[config.mk]
export PLATFORM = sky130hd
export DESIGN_NAME = controller_data_ram_mover
export DESIGN_NICKNAME = d
export VERILOG_FILES = /design/src/rtl/controller_data_ram_mover.sv
export SDC_FILE = /design/constraint.sdc
export NUM_CORES = 1
export LEC_CHECK = 0
export BUFFER_PORTS_ARGS = -buffer_cell sky130_fd_sc_hd__buf_4
export CAP_MARGIN = 10
export CORE_ASPECT_RATIO = 1.25
export CORE_MARGIN = 5
export CORE_UTILIZATION = 54
export CTS_CLUSTER_DIAMETER = 200
export DETAILED_ROUTE_END_ITERATION = 10
export PLACE_DENSITY = 0.77
export SYNTH_ARGS = -nofsm -noshare
export SYNTH_HDL_FRONTEND = slang
export SYNTH_SLANG_ARGS = --single-unit
[constraint.sdc]
create_clock -name clk -period 5.8 [get_ports clk]
set_input_delay 1.16 -clock clk [delete_from_list [all_inputs] [get_ports clk]]
set_output_delay 1.16 -clock clk [all_outputs]
set_load 0.03 [all_outputs]
[src/rtl/controller_data_ram_mover.sv]
// controller_data_ram_mover
//   Avalon-MM master on port s2 of the 2048x32 controller data RAM. It moves
//   blocks between the RAM and 32-bit Avalon-ST streams.
//   Read mode:  fetches consecutive words into a small return FIFO and streams
//               them out on src_* under backpressure.
//   Write mode: stores words accepted on snk_* at consecutive addresses.
// Ports:
//   clk, reset_n                     clock, async active-low reset
//   cmd_valid/ready/write/address/length   command handshake (length 0..4095)
//   busy, done                       status; done is a one-cycle pulse
//   src_valid/ready/data             read-data stream (out)
//   snk_valid/ready/data             write-data stream (in)
//   ram_address/chipselect/write/byteenable/writedata/readdata/clken
//                                    RAM port 2; all outputs registered
module controller_data_ram_mover #(
    parameter int unsigned FIFO_DEPTH = 4
) (
    input  logic        clk,
    input  logic        reset_n,
    input  logic        cmd_valid,
    output logic        cmd_ready,
    input  logic        cmd_write,
    input  logic [10:0] cmd_address,
    input  logic [11:0] cmd_length,
    output logic        busy,
    output logic        done,
    output logic        src_valid,
    input  logic        src_ready,
    output logic [31:0] src_data,
    input  logic        snk_valid,
    output logic        snk_ready,
    input  logic [31:0] snk_data,
    output logic [10:0] ram_address,
    output logic        ram_chipselect,
    output logic        ram_write,
    output logic [3:0]  ram_byteenable,
    output logic [31:0] ram_writedata,
    input  logic [31:0] ram_readdata,
    output logic        ram_clken
);
    localparam int unsigned PtrW = (FIFO_DEPTH > 1) ? $clog2(FIFO_DEPTH) : 1;
    localparam int unsigned CntW = $clog2(FIFO_DEPTH + 3) + 1;
    localparam logic [PtrW-1:0] PtrLast = PtrW'(FIFO_DEPTH - 1);
    localparam logic [CntW-1:0] DepthC  = CntW'(FIFO_DEPTH);

    typedef enum logic [2:0] {StIdle, StRead, StWrite, StDrain, StDone} state_e;

    state_e         state_q, state_d;
    logic [10:0]    addr_q;
    logic [11:0]    remain_q;          // accesses still to issue
    logic           rd1_q, rd2_q;      // read on the RAM bus / read data returning now
    logic [10:0]    ram_address_q;
    logic           ram_chipselect_q;
    logic           ram_write_q;
    logic [31:0]    ram_writedata_q;

    logic [31:0]    fifo_mem [FIFO_DEPTH];
    logic [PtrW-1:0] wr_ptr_q, rd_ptr_q;
    logic [CntW-1:0] count_q;

    logic           push, pop, issue_rd, wr_hs;
    logic [CntW-1:0] in_flight;

    assign push      = rd2_q;
    assign pop       = (count_q != '0) && src_ready;
    // Words already buffered plus reads still in the RAM pipeline; a new read is
    // only issued when its return slot is guaranteed.
    assign in_flight = count_q + CntW'(rd1_q) + CntW'(rd2_q);

    always_comb begin
        state_d   = state_q;
        cmd_ready = 1'b0;
        busy      = 1'b1;
        done      = 1'b0;
        snk_ready = 1'b0;
        issue_rd  = 1'b0;
        wr_hs     = 1'b0;
        unique case (state_q)
            StIdle: begin
                cmd_ready = 1'b1;
                busy      = 1'b0;
                if (cmd_valid) begin
                    if (cmd_length == '0) state_d = StDone;
                    else if (cmd_write)   state_d = StWrite;
                    else                  state_d = StRead;
                end
            end
            StRead: begin
                issue_rd = (remain_q != '0) && ((in_flight - CntW'(pop)) < DepthC);
                if (issue_rd && (remain_q == 12'd1)) state_d = StDrain;
            end
            StDrain: begin
                if (!rd1_q && !rd2_q && (count_q == CntW'(pop))) state_d = StDone;
            end
            StWrite: begin
                snk_ready = (remain_q != '0);
                wr_hs     = snk_ready && snk_valid;
                // remain_q reaches 0 in the cycle the last write is on the bus
                if (remain_q == '0) state_d = StDone;
            end
            StDone: begin
                done    = 1'b1;
                state_d = StIdle;
            end
            default: state_d = StIdle;
        endcase
    end

    always_ff @(posedge clk or negedge reset_n) begin
        if (!reset_n) begin
            state_q          <= StIdle;
            addr_q           <= '0;
            remain_q         <= '0;
            rd1_q            <= 1'b0;
            rd2_q            <= 1'b0;
            ram_address_q    <= '0;
            ram_chipselect_q <= 1'b0;
            ram_write_q      <= 1'b0;
            ram_writedata_q  <= '0;
        end else begin
            state_q          <= state_d;
            rd1_q            <= issue_rd;
            rd2_q            <= rd1_q;
            ram_chipselect_q <= issue_rd || wr_hs;
            ram_write_q      <= wr_hs;
            if (state_q == StIdle && cmd_valid) begin
                addr_q   <= cmd_address;
                remain_q <= cmd_length;
            end else if (issue_rd || wr_hs) begin
                ram_address_q <= addr_q;
                addr_q        <= addr_q + 11'd1;   // wraps 0x7FF -> 0x000
                remain_q      <= remain_q - 12'd1;
            end
            if (wr_hs) ram_writedata_q <= snk_data;
        end
    end

    // Read-return FIFO
    always_ff @(posedge clk or negedge reset_n) begin
        if (!reset_n) begin
            wr_ptr_q <= '0;
            rd_ptr_q <= '0;
            count_q  <= '0;
        end else begin
            if (push) wr_ptr_q <= (wr_ptr_q == PtrLast) ? '0 : wr_ptr_q + PtrW'(1);
            if (pop)  rd_ptr_q <= (rd_ptr_q == PtrLast) ? '0 : rd_ptr_q + PtrW'(1);
            if (push && !pop)      count_q <= count_q + CntW'(1);
            else if (pop && !push) count_q <= count_q - CntW'(1);
        end
    end

    always_ff @(posedge clk) begin
        if (push) fifo_mem[wr_ptr_q] <= ram_readdata;
    end

    assign src_valid      = (count_q != '0);
    assign src_data       = src_valid ? fifo_mem[rd_ptr_q] : '0;
    assign ram_address    = ram_address_q;
    assign ram_chipselect = ram_chipselect_q;
    assign ram_write      = ram_write_q;
    assign ram_writedata  = ram_writedata_q;
    assign ram_byteenable = 4'hF;
    assign ram_clken      = 1'b1;

endmodule
==> impl_metrics.csv, run 1 <==
group,metric,value,unit
yosys,synthXorXnorAreaFrac,0.00598,
placed_design,dp_hpwl,12400,microns
sta,fmax,261,MHz
critical_path,cp.arrival,4190,ps
outcome,run_status,"finished clean",
routing,firstDrtPassIters,4,
sta,tightest_slew,1030,ps
yosys,synth_seq_area_share,0.668,
critical_path,startpoint_type,"flop",
finish,seq_area,0.00587,sq mm
power_and_ir_drop,p_switching,2160,uW
routing,wl_per_cell,18.0,microns
clock_network,numClockSinks,209,
yosys,synthSimpleGateAreaFrac,0.132,
critical_path,r2r_start,"count_q[2]",
yosys,ys.flop_type,"edfxtp_1",
finish,syn2layout_area_growth,24.1,%
clock_network,post_cts_resized,0,
clock_network,postCtsSetupRepairBufs,0,
floorplanning,dieWidth,124,microns
yosys,synthAdderAreaFrac,0.0251,
global_route,first_global_vias,6136,
power_and_ir_drop,p_clk_frac,0.229,
global_route,grt_usage,0.199,
yosys,syn-cell-area,0.00879,sq mm
clock_network,clk_path_buf_depth,3,
sta,setup_ws,1960,ps
yosys,synth_edf_count,128,
clock_network,insertion_delay,480,ps
global_route,grt_pass1_wl,30300,microns
clock_network,cts_tree,"done",
sta,clock_skew,7.80,ps
floorplanning,die_area,0.0189,sq mm
min_path,min_from,"rd1_q",
global_route,antenna_found_initial,0,
power_and_ir_drop,power.leakage,0.00461,uW
finish,diodes,0,
critical_path,worstSetupStartpoint,"count_q[2]",
power_and_ir_drop,p_sw_frac,0.372,
clock_network,path_clk_slew,60,ps
clock_network,cts_made_buffers,21,
critical_path,path_buf_inv,7,
min_path,hold_path_class,"reg2reg",
yosys,syn-instance-count,632,
routing,vias,5624,
yosys,synth_area_leaders,"edfxtp_1 44%, dfrtp_1 23%, mux4_2 8.2%",
floorplanning,rows,52,
floorplanning,ios,180,
sta,min_period_over_period,0.661,
sta,period_minus_slack,3840,ps
yosys,ys_seq_elements,209,
critical_path,cp_slowest_stage_delay,400,ps
yosys,synth_mux_area_frac,0.0857,
critical_path,end_kind,"flop",
finish,num-nets-final,914,
routing,antenna_left,0,
power_and_ir_drop,seqPwrFrac,0.360,
clock_network,root_buffer,"clkbuf_16",
finish,layout-drive-gt1-share,0.314,
placed_design,pre_cts_slack,1720,ps
sta,setup_viol,0,
sta,finalSetupTns,0,ps
clock_network,cts_hold_buf,0,
routing,vias_per_cell,5.44,
floorplanning,die_h,153,microns
yosys,synth.top_cell.area_share,0.437,
critical_path,crit_fanout,38,
finish,fillers,1153,
yosys,yosys.area.top_type,"edfxtp_1",
yosys,synth_warnings,0,
power_and_ir_drop,internal-power,3650,uW
critical_path,crit_chain,"inv_1 -> ha_1 -> nand3_1 -> buf_4 -> nand2_1 -> inv_1 -> ha_1 -> inv_1 -> ha_1 -> nand3_1 -> and4_1 -> o211ai_2 -> inv_2 -> nor2_4 -> buf_4 -> inv_2 -> a21o_1 -> a221o_1",
power_and_ir_drop,combinationalPowerShare,0.411,
finish,final_common_cell,"buf_4",
global_route,grt_max_degree,82,
yosys,synth-async-reset-ratio,0.388,
floorplanning,initial_core_util,0.547,
sta,hold_violations,0,
finish,final_cell_mix,"178 x buf_4, 139 x nand2_1, 128 x edfxtp_1",
clock_network,htree_levels,1,
yosys,yosysUniqueCellTypes,55,
critical_path,slowest_stage,"dfrtp_1",
critical_path,crit_family,"buffers and inverters",
sta,slew_violations,0,
routing,remaining_drc_errors,0,
yosys,synth_compound_area_frac,0.0520,
routing,drt_iter0_markers,257,
routing,routed_wl,18600,microns
finish,multi_input_area,0.00266,sq mm
sta,rsz0062_at_grt,"false",
floorplanning,core_area,0.0161,sq mm
global_route,overflow,0,
yosys,synth_top_family_by_area,"simple AND/OR/NAND/NOR gates",
critical_path,critPathKind,"reg2reg",
sta,maxSlewHeadroom,0.311,
power_and_ir_drop,p_per_area,532,mW/mm^2
critical_path,cp.required,6160,ps
power_and_ir_drop,peakVddDrop,341,uV
placed_design,place_congestion,0.818,
job,cap_violations,0,
yosys,synth.avg_cell_area,13.9,sq um
placed_design,port-buffer-count,174,
-- registers in the layout, summed over array words and instances (netlist names) --
name            flops
ram_write           1
push                1
state_q             3
wr_ptr_q            2
count_q             4
addr_q             11
ram_chipselect      1
fifo_mem          128
ram_address        11
rd1_q               1
remain_q           12
rd_ptr_q            2
ram_writedata      32
-- power groups by stage --
stage	registers [uW]	logic [uW]	clock network [uW]
2_1_floorplan	2200	1610	0
3_3_place_gp	2100	2340	0
3_5_place_dp	2120	2410	0
4_1_cts	2100	2420	1360
5_1_grt	2130	2600	1420
6_report	2090	2390	1330
-- synthesized netlist by cell type, drive strengths merged (16+ instances only) --
cell type and number:
dfrtp 81, inv 24, mux4 32, nor2 18
edfxtp 128, ha 16, buf 17, o21ai 16
nand2 139, clkbuf 16, and2 38
-- layer usage --
metal | vias to the layer above | track usage | share of wire
met3 | 21 | 0.0509 | 0.081
met2 | 198 | 0.357 | 0.53
met4 | 0 | 0.0365 | 0.0096
li1 | 2616 | - | -
met5 | - | 0 | 0
met1 | 2789 | 0.241 | 0.38
-- cell families after synthesis --
| kind of cell | count (synthesis) |
|---|---|
| other cells | 1 |
| compound gates | 63 |
| buf+inv | 57 |
| mux | 35 |
| xor+xnor | 6 |
| flops | 209 |
| simple gates | 244 |
| fa+ha+maj | 17 |
-- cell type report --
type / instances / share of cell area
clock buffer: 26 / 0.0499
clock inverter: 11 / 0.0122
inverter: 24 / 0.00849
multi-input combinational: 370 / 0.244
sequential: 209 / 0.538
tap: 216 / 0.0248
timing repair buffer: 178 / 0.122
-- final timing paths --
path                       cells past startpoint  slack [ps]        endpoint
setup / recovery                              18        1960      addr_q[10]
hold / removal                                 0         420            push
setup reg to reg                              18        1960      addr_q[10]
hold reg to reg                                0         420            push
max in group asynchronous                      1        4250     rd_ptr_q[0]
min in group asynchronous                      1         860  ram_address[8]
-- per-stage QoR --
step	std cells	total power, uW	hold slack, ps	util	instance area (sq um)
2_1_floorplan	636	3800	375	-	8800
3_3_place_gp	997	4440	395	0.637	10200
4_1_cts	1034	5870	430	0.679	10900
6_report	1034	5810	422	0.679	10900
5_1_grt	1034	6150	461	0.679	10900
3_5_place_dp	997	4530	414	0.637	10200
Power figures use the tool's default switching activity.
==> run 2, diff against run 1 <==
Settings changed: ABC_AREA set to 1, PLACE_DENSITY 0.77 to 0.76.
Clock period 5.8 ns to 3.6 ns, I/O delays scaled along.
==> run 2 against run 1 <==
  * Clock-buffer cell count down 4
  * Largest power group unchanged
  * Critical path depth up 3
  * Worst hold slack got worse by 29 ps
  * Highest routed layer is now met5
  * Final area up 5.0%
  * Cell count grew 31%
  * Via count up 25%
  * Global-route usage grew 0.59 points
==> impl_metrics.csv, run 2 <==
group,metric,value,unit
global_route,grt_usage,0.204,
clock_network,root_buffer,"clkbuf_16",
min_path,hold_path_class,"in2async",
floorplanning,core_area,0.0173,sq mm
clock_network,clk_path_buf_depth,3,
yosys,synth-async-reset-ratio,0.388,
global_route,grt_pass1_wl,33700,microns
finish,final_common_cell,"nand2_1",
clock_network,cts_made_buffers,20,
power_and_ir_drop,peakVddDrop,600,uV
critical_path,critPathKind,"reg2reg",
global_route,overflow,0,
routing,antenna_left,0,
critical_path,worstSetupStartpoint,"count_q[2]",
routing,vias_per_cell,5.17,
power_and_ir_drop,combinationalPowerShare,0.474,
clock_network,cts_tree,"done",
yosys,yosys.area.top_type,"edfxtp_1",
global_route,antenna_found_initial,1,
critical_path,crit_fanout,21,
yosys,yosysMostFrequentCell,"nand2_1",
yosys,synth_edf_count,128,
critical_path,startpoint_type,"flop",
yosys,synth_mux_area_frac,0,
critical_path,cp.arrival,3330,ps
power_and_ir_drop,p_sw_frac,0.427,
yosys,synth_warnings,0,
sta,hold_ws,393,ps
yosys,synth_compound_area_frac,0.0651,
clock_network,htree_levels,1,
power_and_ir_drop,p_clk_frac,0.200,
yosys,ys_seq_elements,209,
clock_network,path_clk_slew,70,ps
power_and_ir_drop,p_per_area,925,mW/mm^2
critical_path,cp.required,3960,ps
placed_design,dp_hpwl,13000,microns
finish,diodes,0,
sta,tightest_slew,1040,ps
routing,routed.top_layer,"met5",
placed_design,port-buffer-count,174,
routing,wl_met3,1520,microns
routing,firstDrtPassIters,6,
routing,remaining_drc_errors,0,
yosys,yosysUniqueCellTypes,32,
sta,fmax,336,MHz
sta,period_minus_slack,2980,ps
yosys,synth_seq_area_share,0.626,
clock_network,numClockSinks,209,
yosys,synthSimpleGateAreaFrac,0.219,
floorplanning,ios,180,
finish,num-nets-final,1226,
finish,syn2layout_area_growth,22.1,%
routing,vias,7006,
power_and_ir_drop,seqPwrFrac,0.326,
routing,met2_length,10400,microns
finish,final_cell_mix,"261 x nand2_1, 185 x buf_4, 160 x nor2_1",
routing,routed_wl,20400,microns
clock_network,insertion_delay,500,ps
yosys,synth_top_family_by_area,"simple AND/OR/NAND/NOR gates",
routing,wl_met1,8260,microns
sta,finalSetupTns,0,ps
sta,hold_violations,0,
yosys,ys.flop_type,"edfxtp_1",
yosys,syn-instance-count,957,
finish,largest-register,"fifo_mem",
floorplanning,die_area,0.0201,sq mm
critical_path,r2r_start,"count_q[2]",
yosys,synth.top_cell.area_share,0.410,
job,cap_violations,0,
yosys,synth_commonest_cells,"261 x nand2_1, 161 x nor2_1, 128 x edfxtp_1",
power_and_ir_drop,finalPower,10600,uW
sta,clock_skew,25.6,ps
finish,largest_reg_flops,128,
sta,maxSlewHeadroom,0.309,
routing,wl_per_cell,15.1,microns
global_route,grt_max_degree,82,
sta,rsz0062_at_grt,"false",
sta,min_period_over_period,0.827,
floorplanning,dieWidth,128,microns
critical_path,end_kind,"flop",
routing,drt_iter0_markers,455,
finish,layout-drive-gt1-share,0.211,
floorplanning,initial_core_util,0.542,
outcome,run_status,"finished clean",
global_route,first_global_vias,6947,
sta,setup_viol,0,
power_and_ir_drop,power.leakage,0.00515,uW
clock_network,cts_hold_buf,0,
power_and_ir_drop,internal-power,6070,uW
yosys,synthAdderAreaFrac,0.0235,
clock_network,postCtsSetupRepairBufs,0,
sta,slew_violations,0,
floorplanning,rows,54,
placed_design,place_congestion,0.816,
floorplanning,die_h,157,microns
power_and_ir_drop,p_switching,4530,uW
yosys,syn-cell-area,0.00938,sq mm
yosys,synth.avg_cell_area,9.80,sq um
yosys,synthXorXnorAreaFrac,0.0177,
clock_network,post_cts_resized,0,
yosys,synth_area_leaders,"edfxtp_1 41%, dfrtp_1 22%, nand2_1 10%",
run 2: worst paths after layout:
kind | end | slack, ps | depth (start not counted)
hold reg to reg | push | 410 | 0
hold / removal | ram_address[2] | 390 | 1
setup / recovery | addr_q[2] | 620 | 21
min in group clk | ram_writedata[17] | 410 | 3
setup reg to reg | addr_q[2] | 620 | 21
max in group asynchronous | rd_ptr_q[0] | 2490 | 1
run 2: layout make-up:
cell class	instances	area (sq um)
multi-input combinational	656	3080
clock buffer	22	508
tap	224	280
inverter	44	165
sequential	209	5870
clock inverter	14	166
fill	1360	5840
timing repair buffer	185	1390
run 2: logic make-up (layout without fill, tap and decap cells):
kind of cell             after synthesis  count (layout)
AND/OR/NAND/NOR                      494             494
XOR/XNOR                              19              19
AO/OA/AOI/OAI                        121             121
flip-flops                           209             209
adder cells (fa/ha/maj)               17              17
buffers and inverters                 96             265
other                                  1               5
run 2: worst max-delay path, cell delays in order, from the launching register on:
cell and delay (ps):
dfrtp_1 390, inv_1 90, ha_1 170, nand2_1 90
nor2_4 90, inv_1 50, nand2_1 70, inv_1 80
ha_1 300, inv_1 40, ha_1 260, nand2_1 50
nand2_1 50, nand2_1 70, nand2_1 50, nand2_1 70
nand2_1 60, nor2_2 120, nand3_4 250, buf_4 300
nand4_1 80, nand2_1 90
run 2: power groups by stage:
stage / combinational, uW / sequential, uW / clock [uW]
3_5_place_dp: 5080 / 3490 / 0
4_1_cts: 5100 / 3450 / 2170
2_1_floorplan: 3180 / 3820 / 0
3_3_place_gp: 5000 / 3480 / 0
5_1_grt: 5600 / 3520 / 2280
6_report: 5030 / 3450 / 2120
run 2: metal layers:
| metal | GRT usage | vias up |
|---|---|---|
| met4 | 0.0440 | 2 |
| met1 | 0.261 | 3273 |
| li1 | - | 3477 |
| met2 | 0.361 | 229 |
| met3 | 0.0434 | 25 |
| met5 | 0 | - |
run 2: through the flow:
stage                     utilization  std cells  cell area, sq um  worst slack (ps)
after floorplan                     -        961              9400               749
after global placement          0.624       1318             10800               732
after detailed placement        0.624       1318             10800               650
after CTS                       0.663       1354             11500               594
after global routing            0.663       1354             11500               206
final                           0.663       1354             11500               624
==> run 3, diff against run 2 <==
Settings changed: ABC_AREA 1 to 0, PLACE_DENSITY 0.76 to 0.77.
Clock period 3.6 ns to 3.1 ns, I/O delays scaled along.
==> run 3 against run 2 <==
  * First-iteration DRC count decreased by 33%
  * Combinational power increased by 1%
  * Via count decreased by 18%
  * Global-route usage about the same
  * Clock skew decreased by 17 ps
  * Wire length decreased by 6.0%
  * Sequential cell count unchanged
  * Register-to-register slack got worse by 490 ps
==> impl_metrics.csv, run 3 (same netlist as run 1, synthesis figures left out) <==
group,metric,value,unit
outcome,run_status,"finished clean",
finish,layout-drive-gt1-share,0.347,
finish,final_cell_mix,"192 x buf_4, 138 x nand2_1, 128 x edfxtp_1",
sta,hold_violations,0,
routing,firstDrtPassIters,5,
finish,fillers,1085,
finish,num-nets-final,934,
global_route,antenna_found_initial,0,
finish,syn2layout_area_growth,28.3,%
sta,min_period_over_period,0.956,
routing,antenna_left,0,
routing,drt_iter0_markers,305,
floorplanning,rows,52,
clock_network,numClockSinks,209,
sta,hold_ws,303,ps
sta,fmax,337,MHz
sta,setup_viol,0,
finish,largest_reg_flops,128,
routing,remaining_drc_errors,0,
sta,maxSlewHeadroom,0.325,
power_and_ir_drop,combinationalPowerShare,0.432,
critical_path,cp_slowest_stage_delay,400,ps
routing,vias,5779,
sta,slew_violations,0,
sta,period_minus_slack,2960,ps
placed_design,dp_hpwl,12400,microns
clock_network,insertion_delay,480,ps
sta,clock_skew,8.92,ps
routing,vias_per_cell,5.48,
min_path,hold_path_class,"in2async",
critical_path,end_kind,"flop",
clock_network,root_buffer,"clkbuf_16",
critical_path,critPathKind,"reg2reg",
global_route,grt_max_degree,82,
routing,wl_per_cell,18.2,microns
critical_path,cp.required,3470,ps
power_and_ir_drop,internal-power,7600,uW
job,cap_violations,0,
clock_network,clk_path_buf_depth,3,
finish,final_common_cell,"buf_4",
clock_network,cts_hold_buf,0,
floorplanning,die_area,0.0189,sq mm
power_and_ir_drop,p_sw_frac,0.357,
clock_network,cts_tree,"done",
global_route,overflow,0,
global_route,grt_usage,0.204,
floorplanning,core_area,0.0161,sq mm
critical_path,crit_fanout,15,
critical_path,startpoint_type,"flop",
power_and_ir_drop,p_per_area,1050,mW/mm^2
clock_network,path_clk_slew,70,ps
global_route,grt_pass1_wl,30900,microns
floorplanning,ios,180,
critical_path,crit_chain,"inv_2 -> ha_4 -> nand3_2 -> nand2_2 -> inv_1 -> ha_1 -> inv_1 -> ha_1 -> nand3_2 -> a211oi_2 -> o211ai_2 -> inv_2 -> nor2_4 -> buf_6 -> buf_12 -> and3_1 -> a221o_1",
global_route,first_global_vias,6115,
power_and_ir_drop,seqPwrFrac,0.329,
placed_design,place_congestion,0.823,
sta,tightest_slew,1010,ps
finish,diodes,0,
finish,largest-register,"fifo_mem",
clock_network,cts_made_buffers,21,
finish,finish.utilization,0.702,
floorplanning,initial_core_util,0.547,
placed_design,port-buffer-count,174,
floorplanning,die_h,153,microns
critical_path,rr_worst_depth,17,
clock_network,htree_levels,1,
critical_path,cp.arrival,3330,ps
routing,routed_wl,19200,microns
power_and_ir_drop,power.leakage,0.00481,uW
critical_path,slowest_stage,"dfrtp_1",
power_and_ir_drop,peakVddDrop,515,uV
power_and_ir_drop,p_switching,4210,uW
floorplanning,dieWidth,124,microns
power_and_ir_drop,p_clk_frac,0.240,
sta,finalSetupTns,0,ps
## run 3: cell count changes in the layout (fill, tap and decap cells not counted), moves of 11 or more
cell     delta
nor2_1    -143
nand2_1   -123
a221o_1    +11
a21oi_1    -29
mux4_2     +32
nand3_1    -18
and2_1     +34
o21ai_0    -69
nand4_1    -26
inv_1      -19
## run 3: critical path, delay by kind of cell, from the launching register on
kind,cells,cell delay (ps)
adders and majority gates,3,690
AOI/OAI and AO/OA,3,690
and+or+nand+nor,5,470
DFF,1,400
buffers and inverters,6,600
## run 3: layout make-up
type | instances | area, sq um | area share
well taps | 216 | 270 | 0.0240
flip-flops and latches | 209 | 5870 | 0.521
clock inverters | 8 | 173 | 0.0153
inverters | 24 | 97.6 | 0.00865
multi-input cells | 370 | 2710 | 0.240
repair buffers | 198 | 1540 | 0.136
clock buffers | 29 | 627 | 0.0556
## run 3: worst paths after layout
kind / startpoint / end / slack [ps]
worst max-delay path: count_q[2] / addr_q[1] / 140
worst min-delay path: reset_n / remain_q[1] / 300
worst max register to register: count_q[2] / addr_q[1] / 140
worst min register to register: rd1_q / push / 430
max in group asynchronous: reset_n / rd_ptr_q[0] / 2080
min in group clk: snk_data[13] / ram_writedata[13] / 330
## run 3: per-layer routing
metal	wire length, microns	global-route usage	part of all wire	up-vias
li1	-	-	-	2666
met1	7570	0.271	0.39	2866
met2	9900	0.349	0.52	210
met3	1400	0.0434	0.073	37
met4	335	0.0391	0.017	0
met5	0	0	0	-
## run 3: power groups by stage
stage	combinational (uW)	clock (uW)	sequential (uW)
after floorplan	3010	0	4110
after global placement	4630	0	3890
after detailed placement	4740	0	3920
after CTS	4760	2890	3880
after global routing	5540	3030	3950
final	5100	2830	3880
## run 3: metrics by stage
step	worst slack [ps]	cell area, sq um	instances	total power [uW]
2_1_floorplan	243	8800	636	7120
3_3_place_gp	164	10300	1006	8510
3_5_place_dp	59.6	10300	1006	8660
4_1_cts	34.6	11100	1043	11500
5_1_grt	-65.9	11300	1054	12500
6_report	137	11300	1054	11800
## run 3: timing repair
item	CTS	global route
resized for setup	0	23
buffers inserted	0	11
setup endpoints to repair	0	28
